`src/rtl/multi_pwm_fader.sv`:
```
// Multi-channel PWM fader: one shared prescaler/period/step timebase drives CHANNELS
// outputs, each running OFF, FIXED, TRIANGLE (breathing) or RAMP_TO (one-shot fade).
module multi_pwm_fader #(
    parameter int CHANNELS    = 4,
    parameter int RESOLUTION  = 8,
    parameter int DVSR        = 48,
    parameter int GRAD_THRESH = 4
) (
    input  logic                        clk,
    input  logic                        rst,
    input  logic                        cfg_we,
    input  logic [$clog2(CHANNELS):0]   cfg_ch,
    input  logic [1:0]                  cfg_mode,
    input  logic [RESOLUTION:0]         cfg_duty,
    output logic [CHANNELS-1:0]         pwm_out,
    output logic                        period_start,
    output logic [CHANNELS-1:0]         ramp_done
);

    localparam int PW = (DVSR > 1) ? $clog2(DVSR) : 1;
    localparam int SW = (GRAD_THRESH > 1) ? $clog2(GRAD_THRESH) : 1;
    localparam int CW = $clog2(CHANNELS) + 1;
    localparam logic [RESOLUTION:0] MAX_DUTY = {1'b1, {RESOLUTION{1'b0}}};

    typedef enum logic [1:0] {
        MODE_OFF   = 2'b00,
        MODE_FIXED = 2'b01,
        MODE_TRI   = 2'b10,
        MODE_RAMP  = 2'b11
    } mode_e;

    if (DVSR < 1) begin : g_dvsr_check
        $error("multi_pwm_fader: DVSR must be >= 1");
    end
    if (GRAD_THRESH < 1) begin : g_grad_check
        $error("multi_pwm_fader: GRAD_THRESH must be >= 1");
    end

    logic [PW-1:0]          q_q, q_d;
    logic [RESOLUTION-1:0]  d_q, d_d;
    logic [SW-1:0]          s_q, s_d;
    logic                   tick;
    logic                   step;

    mode_e                  mode_q   [CHANNELS];
    mode_e                  mode_d   [CHANNELS];
    logic [RESOLUTION:0]    target_q [CHANNELS];
    logic [RESOLUTION:0]    target_d [CHANNELS];
    logic [RESOLUTION:0]    cur_q    [CHANNELS];
    logic [RESOLUTION:0]    cur_d    [CHANNELS];
    logic [RESOLUTION:0]    eff_q    [CHANNELS];
    logic [RESOLUTION:0]    eff_d    [CHANNELS];
    logic [CHANNELS-1:0]    dir_dn_q, dir_dn_d;
    logic [CHANNELS-1:0]    pwm_q, pwm_d;
    logic [CHANNELS-1:0]    done_q, done_d;
    logic [RESOLUTION:0]    wr_duty;

    always_comb begin
        tick         = (q_q == PW'(DVSR - 1));
        period_start = tick && (d_q == {RESOLUTION{1'b1}});
        step         = period_start && (s_q == SW'(GRAD_THRESH - 1));
        q_d          = tick ? '0 : q_q + 1'b1;
        d_d          = tick ? d_q + 1'b1 : d_q;
        s_d          = s_q;
        if (period_start) begin
            s_d = step ? '0 : s_q + 1'b1;
        end
    end

    // Config port is a plain write strobe: cfg_* are consumed in any clk with cfg_we=1,
    // there is no backpressure, and writes to channels >= CHANNELS are dropped.
    assign wr_duty = (cfg_duty > MAX_DUTY) ? MAX_DUTY : cfg_duty;

    always_comb begin
        for (int i = 0; i < CHANNELS; i++) begin
            mode_d[i]   = mode_q[i];
            target_d[i] = target_q[i];
            cur_d[i]    = cur_q[i];
            dir_dn_d[i] = dir_dn_q[i];
            done_d[i]   = 1'b0;
            eff_d[i]    = period_start ? cur_q[i] : eff_q[i];
            pwm_d[i]    = (mode_q[i] != MODE_OFF) && ({1'b0, d_q} < eff_q[i]);

            // A write to this channel takes priority over a coincident step.
            if (cfg_we && (cfg_ch == CW'(i))) begin
                mode_d[i]   = mode_e'(cfg_mode);
                target_d[i] = wr_duty;
                dir_dn_d[i] = 1'b0;
                case (mode_e'(cfg_mode))
                    MODE_OFF:   cur_d[i] = '0;
                    MODE_FIXED: cur_d[i] = wr_duty;
                    MODE_RAMP:  done_d[i] = (wr_duty == cur_q[i]);
                    default:    ;
                endcase
            end else if (step) begin
                case (mode_q[i])
                    MODE_TRI: begin
                        if (!dir_dn_q[i]) begin
                            if (cur_q[i] == MAX_DUTY) begin
                                cur_d[i]    = cur_q[i] - 1'b1;
                                dir_dn_d[i] = 1'b1;
                            end else begin
                                cur_d[i]    = cur_q[i] + 1'b1;
                                dir_dn_d[i] = (cur_q[i] == MAX_DUTY - 1'b1);
                            end
                        end else begin
                            if (cur_q[i] == '0) begin
                                cur_d[i]    = cur_q[i] + 1'b1;
                                dir_dn_d[i] = 1'b0;
                            end else begin
                                cur_d[i]    = cur_q[i] - 1'b1;
                                dir_dn_d[i] = (cur_q[i] != 1);
                            end
                        end
                    end
                    MODE_RAMP: begin
                        if (cur_q[i] < target_q[i]) begin
                            cur_d[i]  = cur_q[i] + 1'b1;
                            done_d[i] = (cur_q[i] + 1'b1 == target_q[i]);
                        end else if (cur_q[i] > target_q[i]) begin
                            cur_d[i]  = cur_q[i] - 1'b1;
                            done_d[i] = (cur_q[i] - 1'b1 == target_q[i]);
                        end
                    end
                    default: ;
                endcase
            end
        end
    end

    always_ff @(posedge clk or negedge rst) begin
        if (!rst) begin
            q_q      <= '0;
            d_q      <= '0;
            s_q      <= '0;
            pwm_q    <= '0;
            done_q   <= '0;
            dir_dn_q <= '0;
            for (int i = 0; i < CHANNELS; i++) begin
                mode_q[i]   <= MODE_OFF;
                target_q[i] <= '0;
                cur_q[i]    <= '0;
                eff_q[i]    <= '0;
            end
        end else begin
            q_q      <= q_d;
            d_q      <= d_d;
            s_q      <= s_d;
            pwm_q    <= pwm_d;
            done_q   <= done_d;
            dir_dn_q <= dir_dn_d;
            for (int i = 0; i < CHANNELS; i++) begin
                mode_q[i]   <= mode_d[i];
                target_q[i] <= target_d[i];
                cur_q[i]    <= cur_d[i];
                eff_q[i]    <= eff_d[i];
            end
        end
    end

    assign pwm_out   = pwm_q;
    assign ramp_done = done_q;

endmodule

```
`config.mk`:
```
export PLATFORM = sky130hd
export DESIGN_NAME = multi_pwm_fader
export DESIGN_NICKNAME = d
export VERILOG_FILES = /design/src/rtl/multi_pwm_fader.sv
export SDC_FILE = /design/constraint.sdc
export NUM_CORES = 1
export LEC_CHECK = 0
export ABC_CLOCK_PERIOD_IN_PS = 4400
export CORE_MARGIN = 2
export CORE_UTILIZATION = 69
export DETAILED_ROUTE_END_ITERATION = 6
export PLACE_DENSITY_LB_ADDON = 0.15
export SETUP_SLACK_MARGIN = 0.5
export SYNTH_ARGS = -nofsm -noshare
export SYNTH_HDL_FRONTEND = slang
export SYNTH_SLANG_ARGS = --single-unit
```
`constraint.sdc`:
```
create_clock -name clk -period 4.4 [get_ports clk]
set_input_delay 0.66 -clock clk [delete_from_list [all_inputs] [get_ports clk]]
set_output_delay 0.66 -clock clk [all_outputs]
set_load 0.05 [all_outputs]
```
==> impl_results.md, run 1 <==
- Fin. Hold Viols: 0
- Max Clock Freq: 286 MHz
- Total grt overflow: 0
- Final Non-Filler Cells: 1,600
- CP max FO: 14
- DRT antenna net count: 0
- Vias in the first global route: ~10k
- CTS tree: done
- Final WS setup: 0.898 ns
- Minimum clock period: 3.50 ns
- Synth Flop Type: dfrtp_1
- Seq cells post-synth: 144
- Distinct cell type count of the synthesized netlist: 84
- Die span in x: roughly 130 µm
- Failing checks: design-rule violations
- Synth Instances: 1,402
- Core Region: 16,000 µm²
- Placed instance area: 11,700 µm²
- Post-cts sizing count: 0
- Cell Chain, Critical Path: inv_1 -> ha_1 -> nor3b_1 -> nand3_1 -> a32oi_2 -> mux2_2 -> a221oi_1 -> o32a_1
- Lkg Pwr: 5.12 nW
- First-pass GRT wire length: approximately 54 mm
- Finished Cell Area: roughly 12,000 µm²
- Clock Skews: 0.0101 ns
- Synth warn: 0
- Max-Cap Viols: 0
- Clock Path Buffers: 2
- # IOs: 26
- Clk slew on worst S/H paths: 0.06 ns
- EDFF count, synth: 0
- Starting Density: 71.1%
- RSZ-0062 raised after global routing: no
- Async S/R FF share, synth: 100%
- Final worst-path cycle share: 79.6%
- Post-CTS Repair Setup Buffers: 0
- Slew HR: approximately a third
- CP Capture Type: flip-flop
- Yosys top cell by area: dfrtp_1
- Worst-Skew Late Latency: 0.43 ns
- Site row count: 46
- Critical path's slowest cell: a32oi_2
- Placed cells: 1,570
- Yosys top cell area share: 31.7%
- Worst hold path type: in -> async
- Remaining DRCs: 7
- Peak supply drop: 422 µV
- Fillers: 1,210
- Worst hold margin: around 0.26 ns
- Largest net degree at the start of global routing: 80
- Synth Cell Area: ~11,000 µm²
- Syn nets: 1,498
- RePlAce Congestion: about 0.96
- Worst Setup SP: cur_q[27]$_DFFE_PN0P_
- Share of layout cells above drive strength 1: 6.00%
- PortBufs: 25
- Syn-to-layout area delta: 7.77%
- Required time of the critical path: approximately 4.8 ns
- Post-DR wirelength/cell: ~21 µm
- Post-Route WL: 33.6 mm
- Die ar.: 17,500 µm²
- Sequential area share after synthesis: between 30% and 40%
- CP arrival: 3.87 ns
- Drt via density: 6.77
- Worst R2R Setup Slack: between 0.8 and 0.9 ns
- Crit path kind: reg -> reg
- Syn_area_per_cell: slightly above 8 µm²
- Sink Count: 144
- RR Startpoint: cur_q[27]$_DFFE_PN0P_
- Slew @ Worst Pin: 0.990 ns
- Hold_buf cts: 0
- Die outline height: between 100 and 150 µm
- Clock tree root buffer cell: clkbuf_16
- H-tree levels: 4
- CP startpoint kind: flip-flop
- CTS Buf Count: 17
- Drt first pass iters: 7
- Initial antenna violation count: 0
- Commonest non-fill, non-tap cell in the layout: nand2_1
- Setup Viol. Count Final: 0
- Power Density: ~450 nW/µm²
- Synth area leaders: dfrtp_1 (32%), ha_1 (8.7%), nand2_1 (5.8%)
- All-layer global routing usage: 38.7%
- Status: complete, but fails checks
- Commonest non-fill, non-tap cells in the layout: nand2_1 (176), dfrtp_1 (144), o21ai_0 (110), nor2_1 (104), inv_1 (84)
- Crit-path max cell delay: 0.71 ns
- Dpl ws: roughly 0.9 ns
- Total vias in the final route: 10.8k
- Fin nets: 1,469
- Setup TNS: 0 ns
- Max-slew violations: 0
- Initial DRC count: between 1.5k and 2k
- Antenna diodes: 0
- Final HPWL DP: 23.0 mm
-- per-stage QoR --
step / power (mW) / utilization, %
detailed placement: 3.96 / 72.9
CTS: 5.46 / 76.6
floorplan: 3.43 / -
global placement: 3.91 / 72.9
global route: 5.83 / 76.6
finish: 5.53 / 76.6
-- metal layers --
metal / global-route usage [%] / share of wire (%) / vias to the layer above
li1: - / - / 4938
met1: 53.7 / 41 / 5069
met2: 57.6 / 44 / 679
met3: 7.34 / 10 / 140
met5: 0 / 0 / -
met4: 20.8 / 5.8 / 0
-- path summary, 6_finish.rpt --
kind / endpoint / cells past startpoint
min in group clk: eff_q[1]$_DFFE_PN0P_ / 2
max in group asynchronous: cur_q[24]$_DFFE_PN0P_ / 2
hold reg to reg: eff_q[1]$_DFFE_PN0P_ / 2
setup / recovery: cur_q[29]$_DFFE_PN0P_ / 8
hold / removal: q_q[0]$_DFF_PN0_ / 1
setup reg to reg: cur_q[29]$_DFFE_PN0P_ / 8
-- cells by family (layout without fill, tap and decap cells) --
| group | Yosys count | count (layout) | synth area share (%) |
|---|---|---|---|
| simple gates | 522 | 522 | 23.0 |
| buf+inv | 180 | 162 | 6.27 |
| flops | 144 | 144 | 31.7 |
| xor+xnor | 107 | 107 | 8.24 |
| mux | 34 | 34 | 3.15 |
| fa+ha+maj | 79 | 79 | 8.69 |
| compound gates | 336 | 336 | 19.0 |
-- state kept, by name, indices dropped and copies added, names as in the netlist --
register	count
pwm_out	4
eff_q	36
dir_dn_q	4
d_q	8
cur_q	36
target_q	36
mode_q	8
q_q	6
ramp_done	4
s_q	2
-- cell usage after synthesis (8+ instances only) --
cell type,instances
nand2_1,176
dfrtp_1,144
o21ai_0,110
nor2_1,104
inv_1,84
ha_1,79
xnor2_1,72
a21oi_1,67
clkbuf_1,67
nand3_1,53
nor3_1,44
xor2_1,35
a31oi_1,21
nand4_1,21
a21o_1,20
mux2i_1,20
nor4_1,19
buf_2,17
nand2b_1,15
mux2_2,14
a211oi_1,13
o32ai_1,13
and3_1,12
nor2b_1,11
o211ai_1,11
and2_1,10
o22ai_1,10
or3_1,10
nor4b_1,8
-- critical path: cells and delay by family, from the launching register on --
| family | cells | cell delay (ns) |
|---|---|---|
| buf+inv | 1 | 0.25 |
| compound gates | 3 | 1.21 |
| simple gates | 2 | 0.73 |
| fa+ha+maj | 1 | 0.34 |
| flops | 1 | 0.49 |
| mux | 1 | 0.42 |
-- power by group --
group          switching, mW  internal (mW)
combinational           1.23          0.894
sequential             0.439           1.48
clock                  0.575          0.915
total                   2.24           3.29
-- area by class of cell --
type / instances / area (µm²) / share of cell area (%)
Clock inverter: 9 / 135 / 1.10
Sequential cell: 144 / 3600 / 29.4
Tap cell: 216 / 270 / 2.20
Timing Repair Buffer: 45 / 399 / 3.26
Clock buffer: 21 / 460 / 3.76
Multi-Input combinational cell: 1078 / 7060 / 57.6
Inverter: 87 / 327 / 2.66
No activity file was read; power rests on OpenSTA's default activity.
==> inputs of run 2 (changes only) <==
Settings changed: ABC_CLOCK_PERIOD_IN_PS 4400 to 3600, CORE_UTILIZATION 69 to 64.
Clock period 4.4 ns to 3.6 ns, I/O delays scaled along.
==> impl_results.md, run 2 (synthesis results as in run 1) <==
- Status: finished clean
- Minimum clock period: 2.96 ns (-0.547 ns)
- Drt first pass iters: 6 (-1)
- CTS Buf Count: 17 (unchanged)
- Worst hold path type: in -> async
- Drt via density: 6.64 (-1.8%)
- Peak supply drop: 392 µV (-7.1%)
- Worst-Skew Late Latency: 0.44 ns (about the same)
- Clock tree root buffer cell: clkbuf_16
- Crit-path max cell delay: 0.49 ns (-0.22 ns)
- Commonest non-fill, non-tap cells in the layout: nand2_1 (176), dfrtp_1 (144), o21ai_0 (110), nor2_1 (104), inv_1 (84)
- Uppermost routed layer: met4
- Starting Density: 65.5% (-5.6 points)
- Crit path kind: reg -> reg
- CP max FO: 10 (-4)
- # IOs: 26 (unchanged)
- Critical path's slowest cell: dfrtp_1
- Die outline height: 137 µm (+3.7%)
- CP Capture Type: flip-flop
- Die ar.: 18,900 µm² (+7.6%)
- Setup Viol. Count Final: 0 (unchanged)
- Met1 WL: 14.4 mm (+5.5%)
- Antenna diodes: 0 (unchanged)
- Required time of the critical path: 3.98 ns (-0.79 ns)
- Core Region: 17,400 µm² (+8.5%)
- Hold_buf cts: 0 (unchanged)
- Final worst-path cycle share: 82.1% (+2.5 points)
- Top cell by count, worst path: nand3_1
- Total vias in the final route: 11.0k (+1.3%)
- DR WL met3: 3.35 mm (-1.7%)
- Final HPWL DP: 24.8 mm (+7.9%)
- Post-Route WL: 34.9 mm (+4.0%)
- H-tree levels: 4 (unchanged)
- Power Density: 564 nW/µm² (+25%)
- Fin nets: 1,508 (+2.7%)
- Max-Cap Viols: 0 (unchanged)
- Post-DR wirelength/cell: 21.2 µm (+0.86%)
- Remaining DRCs: 0 (-7)
- Slew @ Worst Pin: 0.745 ns (-0.245 ns)
- Setup TNS: 0 ns (unchanged)
- CTS tree: done
- DRT antenna net count: 0 (unchanged)
- Share of layout cells above drive strength 1: 9.12% (+3.1 points)
- Initial DRC count: 1,267 (-23%)
- Commonest non-fill, non-tap cell in the layout: nand2_1
- Syn-to-layout area delta: 11.6%
- Met2 wire len: 15.5 mm (+5.8%)
- Power Total: 7.15 mW (+29%)
- Max Clock Freq: 338 MHz (+18%)
- Worst R2R Setup Slack: 0.64 ns (-0.25 ns)
- All-layer global routing usage: 38.3% (-0.49 points)
- Clock Skews: 0.00849 ns (-0.00157 ns)
- Initial antenna violation count: 0 (unchanged)
- First-pass GRT wire length: 55.1 mm (+2.7%)
- RePlAce Congestion: 0.959 (about the same)
- CP startpoint kind: flip-flop
- Sink Count: 144 (unchanged)
- PortBufs: 25 (unchanged)
- RSZ-0062 raised after global routing: no
- Die span in x: 137 µm (+3.7%)
- Site row count: 48 (+4.3%)
- Clock Path Buffers: 2 (unchanged)
- Slew HR: 50.2% (+17 points)
- Fillers: 1,361 (+12%)
- Cell Chain, Critical Path: inv_1 -> ha_2 -> or3b_1 -> o21ai_2 -> nand3_1 -> o31ai_4 -> mux2_2 -> or4_1 -> nand3_1
- Biggest regs: cur_q x36, eff_q x36, target_q x36
- Lkg Pwr: 5.36 nW (+4.7%)
- Fin util: 73.1% (-3.5 points)
- Largest net degree at the start of global routing: 63 (-21%)
- Max-slew violations: 0 (unchanged)
- Total grt overflow: 0 (unchanged)
- Fin. Hold Viols: 0 (unchanged)
- Clk slew on worst S/H paths: 0.06 ns (about the same)
- CP arrival: 3.33 ns (-0.54 ns)
- Vias in the first global route: 10.2k (+1.1%)
==> run 2: final timing paths <==
kind | startpoint | end | depth (start not counted)
hold / removal | rst | dir_dn_q[0]$_DFFE_PN0P_ | 1
hold reg to reg | q_q[0]$_DFF_PN0_ | q_q[0]$_DFF_PN0_ | 1
setup reg to reg | cur_q[9]$_DFFE_PN0P_ | cur_q[14]$_DFFE_PN0P_ | 9
min in group clk | q_q[0]$_DFF_PN0_ | q_q[0]$_DFF_PN0_ | 1
setup / recovery | cur_q[9]$_DFFE_PN0P_ | cur_q[14]$_DFFE_PN0P_ | 9
max in group asynchronous | rst | eff_q[4]$_DFFE_PN0P_ | 2
==> run 2: worst max-delay path: cells and delay by family, from the launching register on <==
kind / cells / cell delay [ns]
AND/OR/NAND/NOR: 4 / 1.13
buffers and inverters: 1 / 0.18
multiplexers: 1 / 0.40
flip-flops: 1 / 0.49
AO/OA/AOI/OAI: 2 / 0.39
adder cells (fa/ha/maj): 1 / 0.30
==> run 2: per-stage QoR <==
stage	std cells	setup slack, ns	hold WS, ns	area [µm²]
5_1_grt	1650	0.482	0.0779	12700
6_report	1650	0.645	0.0338	12700
3_5_place_dp	1615	0.391	0.470	12000
3_3_place_gp	1615	0.436	0.463	12000
2_1_floorplan	1402	0.873	0.244	11400
4_1_cts	1647	0.586	0.0531	12600
==> run 2: per-layer routing <==
layer | up-vias | GRT usage (%)
li1 | 5028 | -
met1 | 5188 | 52.5
met2 | 640 | 58.7
met3 | 107 | 6.25
met4 | 0 | 19.1
met5 | - | 0
==> run 2: area by class of cell <==
cell class              count  area [µm²]  share of cell area [%]
clock buffers              21         470                    3.71
clock inverters            11         201                    1.59
inverters                  87         327                    2.57
repair buffers             84         704                    5.55
well taps                 225         282                    2.22
flip-flops and latches    144        3600                    28.4
multi-input cells        1078        7100                    56.0
==> run 2: what timing repair did <==
| item | in CTS | in global routing |
|---|---|---|
| setup buffers | 0 | 3 |
| resized for setup | 1 | 6 |
| endpoints found under the setup margin | 2 | 12 |
| pin swaps | 0 | 1 |
==> run 2: where the power goes <==
part	internal [mW]	switching, mW	total (mW)
combinational	1.21	1.81	3.02
sequential	1.82	0.287	2.10
clock	1.29	0.735	2.03
==> inputs of run 3 (changes only) <==
Settings changed: ABC_CLOCK_PERIOD_IN_PS 3600 to 3000.
Clock period 3.6 ns to 3 ns, I/O delays scaled along.
==> impl_results.md, run 3 (synthesis results as in run 1) <==
- # IOs: 26 (unchanged)
- Peak supply drop: 599 µV (+53%)
- Slew HR: 48.2% (-2.0 points)
- Minimum clock period: 2.62 ns (-0.333 ns)
- Max-slew violations: 0 (unchanged)
- Syn-to-layout area delta: 21.4%
- RSZ-0062 raised after global routing: yes
- Comb pwr share: 49.2% (+6.9 points)
- Clock Skews: 0.00783 ns (-0.000665 ns)
- DRT antenna net count: 0 (unchanged)
- Commonest non-fill, non-tap cells in the layout: nand2_1 (171), dfrtp_1 (132), buf_4 (129), o21ai_0 (106), nor2_1 (102)
- Die span in x: 137 µm (unchanged)
- Lkg Pwr: 5.82 nW (+8.6%)
- Net Sw Frac: 43.1% (+3.6 points)
- PortBufs: 25 (unchanged)
- Drt via density: 6.80 (+2.4%)
- Int Power: 5.10 mW (+18%)
- Post-Route WL: 38.9 mm (+11%)
- Max Clock Freq: 381 MHz (+13%)
- Largest net degree at the start of global routing: 56 (-11%)
- CP max FO: 9 (-1)
- CTS tree: done
- Site row count: 48 (unchanged)
- CP arrival: 2.94 ns (-0.39 ns)
- Setup TNS: 0 ns (unchanged)
- Final WS setup: 0.378 ns (-0.267 ns)
- Clock power share: 22.8% (-5.6 points)
- CP Capture Type: flip-flop
- Clock Path Buffers: 2 (unchanged)
- Fin. Hold Viols: 0 (unchanged)
- Total grt overflow: 0 (unchanged)
- Crit-path max cell delay: 0.55 ns (+0.06 ns)
- First-pass GRT wire length: 57.7 mm (+4.7%)
- Final HPWL DP: 25.9 mm (+4.2%)
- Status: finished clean
- Die ar.: 18,900 µm² (unchanged)
- Starting Density: 65.5% (unchanged)
- Initial DRC count: 1,503 (+19%)
- Share of layout cells above drive strength 1: 20.2% (+11 points)
- Hold path startpoint: eff_q[27]$_DFFE_PN0P_
- RePlAce Congestion: 1.05 (+9.3%)
- Drt first pass iters: 7 (+1)
- All-layer global routing usage: 40.0% (+1.7 points)
- Clk slew on worst S/H paths: 0.06 ns (about the same)
- Die outline height: 137 µm (unchanged)
- Vias in the first global route: 10.8k (+6.3%)
- Power Density: 649 nW/µm² (+15%)
- Slew @ Worst Pin: 0.775 ns (+0.0299 ns)
- Fin util: 79.5% (+6.5 points)
- Initial antenna violation count: 0 (unchanged)
- Worst-Skew Late Latency: 0.43 ns (about the same)
- Post-DR wirelength/cell: 22.4 µm (+6.0%)
- Dpl ws: 0.185 ns (-0.206 ns)
- Clock tree root buffer cell: clkbuf_16
- Switching pwr: 3.87 mW (+37%)
- Setup Viol. Count Final: 0 (unchanged)
- Total vias in the final route: 11.8k (+7.6%)
- Max-Cap Viols: 0 (unchanged)
- Remaining DRCs: 0 (unchanged)
- Required time of the critical path: 3.32 ns (-0.66 ns)
- Worst hold margin: 0.485 ns (+0.452 ns)
- CTS Buf Count: 17 (unchanged)
- RR Startpoint: cur_q[7]$_DFFE_PN0P_
- Antenna diodes: 0 (unchanged)
- Crit path kind: reg -> reg
- Final worst-path cycle share: 87.4% (+5.3 points)
- Core Region: 17,400 µm² (unchanged)
- Sink Count: 144 (unchanged)
- Worst Setup SP: cur_q[7]$_DFFE_PN0P_
- Critical path's slowest cell: dfrtp_1
- Biggest regs: cur_q x36, eff_q x36, target_q x36
- H-tree levels: 4 (unchanged)
- Fin nets: 1,592 (+5.6%)
- Power Total: 8.96 mW (+25%)
- Seq pwr share: 28.0% (-1.4 points)
- CP startpoint kind: flip-flop
- Worst hold path type: reg -> reg
- Cell Chain, Critical Path: ha_1 -> nand4_1 -> nor4_1 -> a21boi_2 -> buf_4 -> o21a_1 -> a21oi_1 -> o2bb2a_1
- Commonest non-fill, non-tap cell in the layout: nand2_1
## run 3: critical path, delay by kind of cell, from the launching register on
family                   cells  cell delay (ns)
adder cells (fa/ha/maj)      1             0.43
flip-flops                   1             0.55
AO/OA/AOI/OAI                4             0.86
AND/OR/NAND/NOR              2             0.51
buffers and inverters        1             0.15
## run 3: routing by layer
metal  GRT usage, %  up-vias  part of all wire (%)
met5              0        -                     0
met4           21.8        0                   6.6
met3           8.09      243                    11
met2           61.4      835                    44
met1           53.1     5521                    38
li1               -     5196                     -
## run 3: worst paths after layout
kind | end | slack (ns) | depth (start not counted)
min in group asynchronous | cur_q[8]$_DFFE_PN0P_ | 0.55 | 2
max in group asynchronous | d_q[2]$_DFFE_PN0P_ | 1.60 | 3
worst min register to register | eff_q[27]$_DFFE_PN0P_ | 0.49 | 2
worst max-delay path | cur_q[3]$_DFFE_PN0P_ | 0.38 | 8
worst min-delay path | eff_q[27]$_DFFE_PN0P_ | 0.49 | 2
worst max register to register | cur_q[3]$_DFFE_PN0P_ | 0.38 | 8
## run 3: per-stage QoR
stage / std cells / area (µm²)
floorplan: 1402 / 11400
global placement: 1646 / 12300
detailed placement: 1646 / 12300
CTS: 1696 / 13000
global route: 1734 / 13800
finish: 1734 / 13800
## run 3: power groups by stage
| stage | sequential, mW | clock (mW) | combinational (mW) |
|---|---|---|---|
| 2_1_floorplan | 2.44 | 0 | 2.65 |
| 3_3_place_gp | 2.51 | 0 | 3.54 |
| 3_5_place_dp | 2.52 | 0 | 3.62 |
| 4_1_cts | 2.48 | 2.03 | 3.80 |
| 5_1_grt | 2.53 | 2.13 | 4.69 |
| 6_report | 2.51 | 2.04 | 4.41 |
## run 3: what timing repair did
| item | 4_1_cts | 5_1_grt |
|---|---|---|
| endpoints found under the hold margin | 6 | 0 |
| hold buffers | 1 | 0 |
| pin swaps | 8 | 35 |
| buffers inserted | 16 | 36 |
| setup endpoints to repair | 31 | 34 |
| gates cloned | 1 | 2 |
| resized for setup | 32 | 95 |
## run 3: layout make-up
type	count	area, µm²
tap	225	282
fill	1142	3550
multi-input combinational	1079	7640
timing repair buffer	167	1390
clock buffer	17	425
clock inverter	15	124
sequential	144	3620
inverter	87	327
